===== config.mk =====
export PLATFORM = sky130hd
export DESIGN_NAME = vram_arbiter_flat
export DESIGN_NICKNAME = d
export VERILOG_FILES = /design/src/rtl/vram_pkg.sv /design/src/rtl/vram_if.sv /design/src/rtl/vram_rd_pipe.sv /design/src/rtl/vram_arbiter.sv /design/src/flat_wrapper.sv
export SDC_FILE = /design/constraint.sdc
export NUM_CORES = 1
export LEC_CHECK = 0
export BUFFER_PORTS_ARGS = -buffer_cell sky130_fd_sc_hd__buf_4
export CAP_MARGIN = 40
export CORE_MARGIN = 8
export CORE_UTILIZATION = 52
export DETAILED_ROUTE_END_ITERATION = 8
export PLACE_DENSITY_LB_ADDON = 0.08
export SETUP_SLACK_MARGIN = 0.5
export SYNTH_ARGS = -nofsm -noshare
export SYNTH_HDL_FRONTEND = slang
export SYNTH_HIERARCHICAL = 1
export SYNTH_SLANG_ARGS = --single-unit

===== constraint.sdc =====
create_clock -name clk -period 2.7 [get_ports clk]
set_input_delay 0.27 -clock clk [delete_from_list [all_inputs] [get_ports clk]]
set_output_delay 0.27 -clock clk [all_outputs]
set_load 0.02 [all_outputs]

===== src/rtl/vram_pkg.sv =====
// Shared widths and read-tag encoding for the video RAM arbiter.
package vram_pkg;

  localparam int unsigned ADDR_W  = 13;
  localparam int unsigned DATA_W  = 8;
  localparam int unsigned VGA_LAT = 3;
  localparam int unsigned CNT_W   = 16;
  localparam int unsigned TAG_W   = 2;

  // Read tags are {is_vga, is_cpu}
  localparam logic [TAG_W-1:0] TAG_NONE = 2'b00;
  localparam logic [TAG_W-1:0] TAG_VGA  = 2'b10;
  localparam logic [TAG_W-1:0] TAG_CPU  = 2'b01;

  typedef struct packed {
    logic              we;
    logic [ADDR_W-1:0] addr;
    logic [DATA_W-1:0] wdata;
  } ram_cmd_t;

endpackage


===== src/rtl/vram_if.sv =====
// Bundle of the vga fetch, CPU bus and RAM-side signals around the arbiter.
interface vram_if;
  import vram_pkg::*;

  logic              vga_req;
  logic [ADDR_W-1:0] vga_addr;
  logic [DATA_W-1:0] vga_data;
  logic              cpu_req;
  logic              cpu_we;
  logic [ADDR_W-1:0] cpu_addr;
  logic [DATA_W-1:0] cpu_wdata;
  logic [DATA_W-1:0] cpu_rdata;
  logic              cpu_ack;
  logic [ADDR_W-1:0] ram_addr;
  logic              ram_we;
  logic [DATA_W-1:0] ram_wdata;
  logic [DATA_W-1:0] ram_rdata;
  logic [CNT_W-1:0]  conflict_cnt;

  modport slave (
    input  vga_req, vga_addr, cpu_req, cpu_we, cpu_addr, cpu_wdata, ram_rdata,
    output vga_data, cpu_rdata, cpu_ack, ram_addr, ram_we, ram_wdata, conflict_cnt
  );

  modport master (
    output vga_req, vga_addr, cpu_req, cpu_we, cpu_addr, cpu_wdata, ram_rdata,
    input  vga_data, cpu_rdata, cpu_ack, ram_addr, ram_we, ram_wdata, conflict_cnt
  );

endinterface


===== src/rtl/vram_rd_pipe.sv =====
// Two-stage read-tag shift that steers RAM read data to the vga or CPU
// output register and generates the one-cycle cpu_ack.
module vram_rd_pipe
  import vram_pkg::*;
(
  input  logic              clk,
  input  logic              reset,
  input  logic [TAG_W-1:0]  tag,
  input  logic              wr,
  input  logic [DATA_W-1:0] ram_rdata,
  output logic [DATA_W-1:0] vga_data,
  output logic [DATA_W-1:0] cpu_rdata,
  output logic              cpu_ack
);

  logic [TAG_W-1:0] tag_s1;
  logic [TAG_W-1:0] tag_s2;
  logic             wr_s1;

  // Writes complete one stage earlier than reads since no data comes back
  always_ff @(posedge clk) begin
    if (reset) begin
      tag_s1    <= TAG_NONE;
      tag_s2    <= TAG_NONE;
      wr_s1     <= 1'b0;
      vga_data  <= '0;
      cpu_rdata <= '0;
      cpu_ack   <= 1'b0;
    end else begin
      tag_s1  <= tag;
      tag_s2  <= tag_s1;
      wr_s1   <= wr;
      cpu_ack <= wr_s1 | (tag_s2 == TAG_CPU);
      if (tag_s2 == TAG_VGA) vga_data  <= ram_rdata;
      if (tag_s2 == TAG_CPU) cpu_rdata <= ram_rdata;
    end
  end

endmodule


===== src/rtl/vram_arbiter.sv =====
// Single-port video RAM arbiter: vga fetches win every slot they ask for,
// the CPU takes the remaining slots. ARB_CONFLICT_CNT_EN builds conflict_cnt.
module vram_arbiter
  import vram_pkg::*;
(
  input  logic   clk,
  input  logic   reset,
  vram_if.slave  bus
);

  logic              vga_pend;
  logic [ADDR_W-1:0] pend_addr;
  logic              cpu_busy;
  ram_cmd_t          cmd_q;

  logic              vga_win_c;
  logic [ADDR_W-1:0] vga_addr_c;
  logic              cpu_elig_c;
  logic              cpu_grant_c;
  logic [TAG_W-1:0]  tag_c;

  // Slot winner for this cycle
  always_comb begin
    vga_win_c   = bus.vga_req | vga_pend;
    vga_addr_c  = bus.vga_req ? bus.vga_addr : pend_addr;
    cpu_elig_c  = bus.cpu_req & ~cpu_busy & ~bus.cpu_ack;
    cpu_grant_c = cpu_elig_c & ~vga_win_c;
    tag_c       = TAG_NONE;
    if (vga_win_c)                       tag_c = TAG_VGA;
    else if (cpu_grant_c && !bus.cpu_we) tag_c = TAG_CPU;
  end

  // A fetch strobe on the final reset cycle is remembered and served on release
  always_ff @(posedge clk) begin
    if (reset) begin
      cmd_q     <= '0;
      cpu_busy  <= 1'b0;
      vga_pend  <= bus.vga_req;
      pend_addr <= bus.vga_addr;
    end else begin
      vga_pend <= 1'b0;
      cmd_q.we <= cpu_grant_c & bus.cpu_we;
      if (vga_win_c) begin
        cmd_q.addr <= vga_addr_c;
      end else if (cpu_grant_c) begin
        cmd_q.addr  <= bus.cpu_addr;
        cmd_q.wdata <= bus.cpu_wdata;
      end
      if (cpu_grant_c)      cpu_busy <= 1'b1;
      else if (bus.cpu_ack) cpu_busy <= 1'b0;
    end
  end

  assign bus.ram_addr  = cmd_q.addr;
  assign bus.ram_we    = cmd_q.we;
  assign bus.ram_wdata = cmd_q.wdata;

  vram_rd_pipe u_rd_pipe (
    .clk       (clk),
    .reset     (reset),
    .tag       (tag_c),
    .wr        (cpu_grant_c & bus.cpu_we),
    .ram_rdata (bus.ram_rdata),
    .vga_data  (bus.vga_data),
    .cpu_rdata (bus.cpu_rdata),
    .cpu_ack   (bus.cpu_ack)
  );

`ifdef ARB_CONFLICT_CNT_EN
  logic [CNT_W-1:0] cnt_q;

  // Counts cycles where an eligible CPU request lost to vga; saturates
  always_ff @(posedge clk) begin
    if (reset) begin
      cnt_q <= '0;
    end else if (cpu_elig_c && vga_win_c && (cnt_q != {CNT_W{1'b1}})) begin
      cnt_q <= cnt_q + CNT_W'(1);
    end
  end

  assign bus.conflict_cnt = cnt_q;
`else
  assign bus.conflict_cnt = '0;
`endif

endmodule


===== src/flat_wrapper.sv =====
// flat-port wrapper written by rule: the top's interface ports become plain ports
module vram_arbiter_flat import vram_pkg::*;
  (clk, reset, bus_vga_req, bus_vga_addr, bus_cpu_req, bus_cpu_we, bus_cpu_addr, bus_cpu_wdata, bus_ram_rdata, bus_vga_data, bus_cpu_rdata, bus_cpu_ack, bus_ram_addr, bus_ram_we, bus_ram_wdata, bus_conflict_cnt);
  vram_if bus_i ();
  input  logic clk;
  input  logic reset;
  input wire logic [$bits(bus_i.vga_req)-1:0] bus_vga_req;
  input wire logic [$bits(bus_i.vga_addr)-1:0] bus_vga_addr;
  input wire logic [$bits(bus_i.cpu_req)-1:0] bus_cpu_req;
  input wire logic [$bits(bus_i.cpu_we)-1:0] bus_cpu_we;
  input wire logic [$bits(bus_i.cpu_addr)-1:0] bus_cpu_addr;
  input wire logic [$bits(bus_i.cpu_wdata)-1:0] bus_cpu_wdata;
  input wire logic [$bits(bus_i.ram_rdata)-1:0] bus_ram_rdata;
  output wire logic [$bits(bus_i.vga_data)-1:0] bus_vga_data;
  output wire logic [$bits(bus_i.cpu_rdata)-1:0] bus_cpu_rdata;
  output wire logic [$bits(bus_i.cpu_ack)-1:0] bus_cpu_ack;
  output wire logic [$bits(bus_i.ram_addr)-1:0] bus_ram_addr;
  output wire logic [$bits(bus_i.ram_we)-1:0] bus_ram_we;
  output wire logic [$bits(bus_i.ram_wdata)-1:0] bus_ram_wdata;
  output wire logic [$bits(bus_i.conflict_cnt)-1:0] bus_conflict_cnt;
  assign bus_i.vga_req = bus_vga_req;
  assign bus_i.vga_addr = bus_vga_addr;
  assign bus_i.cpu_req = bus_cpu_req;
  assign bus_i.cpu_we = bus_cpu_we;
  assign bus_i.cpu_addr = bus_cpu_addr;
  assign bus_i.cpu_wdata = bus_cpu_wdata;
  assign bus_i.ram_rdata = bus_ram_rdata;
  assign bus_vga_data = bus_i.vga_data;
  assign bus_cpu_rdata = bus_i.cpu_rdata;
  assign bus_cpu_ack = bus_i.cpu_ack;
  assign bus_ram_addr = bus_i.ram_addr;
  assign bus_ram_we = bus_i.ram_we;
  assign bus_ram_wdata = bus_i.ram_wdata;
  assign bus_conflict_cnt = bus_i.conflict_cnt;
  vram_arbiter u_core (.clk(clk), .reset(reset), .bus(bus_i));
endmodule

==> metrics.md <==
| Metric | Value |
|---|---|
| Gp weighted congestion | 0.721 |
| Via Count | 2010 |
| Detailed-placement wirelength estimate | 4340 microns |
| Hold buffer count at cts | 0 |
| Detailed router's first-iteration violation count | 61 |
| Most common cell after layout, fill and taps aside | sky130_fd_sc_hd__buf_4 |
| Cell type contributing the most total cell area after synthesis | sky130_fd_sc_hd__dfxtp_1 |
| Nets | between 300 and 400 |
| Final setup viols | 0 |
| Clock Pin Slew Worst Setup and Hold Paths | about 0.060 ns |
| Number of DRC violations after detailed routing | 0 |
| Avg Cell Area, Syn | 10.5 sq um |
| Count of inserted antenna diode cells | 0 |
| I/O pin count | 102 |
| Commonest cells after routing, fill and taps aside | sky130_fd_sc_hd__buf_4 (87), sky130_fd_sc_hd__dfxtp_1 (46), sky130_fd_sc_hd__nand2b_1 (33) |
| Total standard cell area after synthesis | 2540 sq um |
| Skew final | approximately 0.0060 ns |
| Max Fclk | 603 MHz |
| Vias in the first global route | 2061 |
| Global Route Usage Sum | 17.4% |
| Cell Rows | 25 |
| Startpoint type of the worst setup path | flop |
| Number of buffers created by CTS | 9 |
| Worst hold margin | 0.125 ns |
| Flip-flop cell with the highest count after synthesis | sky130_fd_sc_hd__dfxtp_1 |
| Post-synth ARST share | 0% |
| Share of Yosys cell area claimed by the top area cell type | 36.3% |
| Synth warn | 6 |
| Fin Setup TNS | 0 ns |
| Data arrival time at the worst-slack endpoint | between 1.5 and 2 ns |
| Data required time of the critical path | 2.92 ns |
| Status | finished clean |
| Category of the worst setup path capture point | flop |
| Buffers on Ports | between 80 and 90 |
| Placeable core area | 4720 sq um |
| Finished Core Util | about 69% |
| Starting density of the core | 53.7% |
| Number of cells produced by synthesis | 241 |
| Critical path start-end classification | reg -> reg |
| Sink count of the clock tree | 59 |
| Setup repair after global routing missed its margin | false |
| Placed cell count | 375 |
| Die Width | 85.8 microns |
| Slew at the pin closest to its max-slew limit | 0.698 ns |
| Hold WC Path Type | in -> reg |
| Worst voltage drop across the vdd grid | 0.327 mV |
| Count of nets left with antenna violations after detail routing | 0 |
| Tightest slew margin relative to the limit | a little over half |
| Max-slew violations | 0 |
| Via-per-instance ratio | 5.15 |
| Post-Layout Cell Count | just under 400 |
| Cell Pwr Density | 596 nW/um^2 |
| Largest driver fanout on the critical path | 13 |
| Height of the die | 85.8 microns |
| Count of different cell masters after synthesis | 30 |
| Largest cells by area after synthesis | sky130_fd_sc_hd__dfxtp_1 (36%), sky130_fd_sc_hd__edfxtp_1 (15%), sky130_fd_sc_hd__nand2b_1 (8.1%), sky130_fd_sc_hd__mux2i_1 (6.3%), sky130_fd_sc_hd__buf_4 (5.9%) |
| Post-synthesis to final-layout area growth | 28.1% |
| Post-CTS Repair Setup Buffers | 0 |
| Max capacitance violation total | 0 |
| Total wire length after detailed routing | about 6200 microns |
| Clock latency on the worst-skew pair | 0.33 ns |
| Count of flip-flops with a built-in enable after synthesis | 13 |
| Clock Path Buffers | 2 |
| GRT overflow | 0 |
| Wire length per cell | 16.0 microns |
| Share of the clock period used by the worst path after layout | 61.4% |
| Pin count of the biggest net entering global routing | between 60 and 70 |
| Pre-Repair DR Iteration Count | 4 |
| Count of state elements after synthesis | 59 |
| First-pass GRT wire length | 10100 microns |
| Final instance area | 3250 sq um |
| Layout cells sized above 1 | roughly a third |
| Minimum clock period | 1.66 ns |
| Count of instances resized after the clock tree is built | 0 |
| TritonCTS clock tree | yes |
| Part of the Yosys area used for sequential elements | 51.7% |
| Leak pwr | around 1.4 nW |
| Placement Cell Area | between 3000 and 4000 sq um |
| Root Driver | sky130_fd_sc_hd__clkbuf_8 |
| Antenna violations before repair | 0 |
| Fillers | 397 |
| CTS H-tree lvls | 3 |
| Die Outline Area | 7370 sq um |
| Number of failing hold endpoints at the final stage | 0 |
==> layout make-up <==
cell class	instances	area, sq um	area share, %
clock buffer	12	145	4.47
timing repair buffer	87	653	20.1
sequential	59	1310	40.4
inverter	2	7.51	0.231
multi-input combinational	160	1030	31.8
tap	67	83.8	2.58
clock inverter	3	15.0	0.462
==> worst paths after layout <==
check                        startpoint                          to  slack (ns)  cells past startpoint
min reg2reg  u_core/u_rd_pipe/tag_s1[1]  u_core/u_rd_pipe/tag_s2[1]        0.43                      1
max reg2reg             u_core/cpu_busy     u_core/bus.ram_addr[10]        1.04                      4
max                     u_core/cpu_busy     u_core/bus.ram_addr[10]        1.04                      4
min                     bus_vga_addr[9]         u_core/pend_addr[9]        0.13                      1
==> worst max-delay path: stages, from the launching register on <==
cell and delay [ns]:
sky130_fd_sc_hd__dfxtp_1 0.34, sky130_fd_sc_hd__nor3b_4 0.50, sky130_fd_sc_hd__buf_4 0.30, sky130_fd_sc_hd__nand3_1 0.10
sky130_fd_sc_hd__a311oi_1 0.31
==> synthesized netlist by cell type (2+ instances only) <==
library cell and count:
sky130_fd_sc_hd__mux2i_1 16, sky130_fd_sc_hd__dfxtp_1 46, sky130_fd_sc_hd__a311oi_1 2, sky130_fd_sc_hd__nand2b_1 33, sky130_fd_sc_hd__nand3_1 26, sky130_fd_sc_hd__clkbuf_1 3
sky130_fd_sc_hd__o221ai_1 6, sky130_fd_sc_hd__o21ai_0 8, sky130_fd_sc_hd__nor2b_1 7, sky130_fd_sc_hd__edfxtp_1 13, sky130_fd_sc_hd__nand2_1 2, sky130_fd_sc_hd__buf_6 3
sky130_fd_sc_hd__a22oi_1 7, sky130_fd_sc_hd__a21oi_1 16, sky130_fd_sc_hd__nor3_1 2, sky130_fd_sc_hd__mux2_2 6, sky130_fd_sc_hd__buf_4 20, sky130_fd_sc_hd__a31oi_1 5
sky130_fd_sc_hd__buf_2 9
==> routing by layer <==
metal,global-route usage (%),up-vias,wire [microns]
met1,20.7,939,2700
met3,5.92,9,522
met5,0,-,0
li1,-,977,-
met4,8.60,0,84
met2,27.3,85,2930
==> where the power goes <==
group | leakage [nW] | switching (W) | internal [W]
registers | 0.504 | 0.0000251 | 0.000952
clock network | 0.0860 | 0.000319 | 0.000348
logic | 0.800 | 0.000161 | 0.000130
total | 1.39 | 0.000505 | 0.00143
==> state kept, by name, indices dropped and copies added, names as in the netlist <==
| name | count |
|---|---|
| u_core/bus.ram_addr | 13 |
| u_core/bus.ram_wdata | 8 |
| u_core/bus.ram_we | 1 |
| u_core/cpu_busy | 1 |
| u_core/pend_addr | 13 |
| u_core/u_rd_pipe/cpu_ack | 1 |
| u_core/u_rd_pipe/cpu_rdata | 8 |
| u_core/u_rd_pipe/tag_s1 | 2 |
| u_core/u_rd_pipe/tag_s2 | 2 |
| u_core/u_rd_pipe/vga_data | 8 |
| u_core/u_rd_pipe/wr_s1 | 1 |
| u_core/vga_pend | 1 |
==> logic make-up after synthesis <==
kind of cell,synth area share (%)
simple gates,18.6
flops,51.7
compound gates,10.8
buf+inv,9.77
mux,8.98
other cells,0.148
==> metrics by stage <==
step           worst slack, ns  power (W)
3_5_place_dp              1.06    0.00128
5_1_grt                  0.902    0.00201
6_report                  1.04    0.00194
3_3_place_gp              1.16    0.00128
2_1_floorplan             1.44    0.00118
4_1_cts                   1.05    0.00195
(Power assumes the default switching activity.)
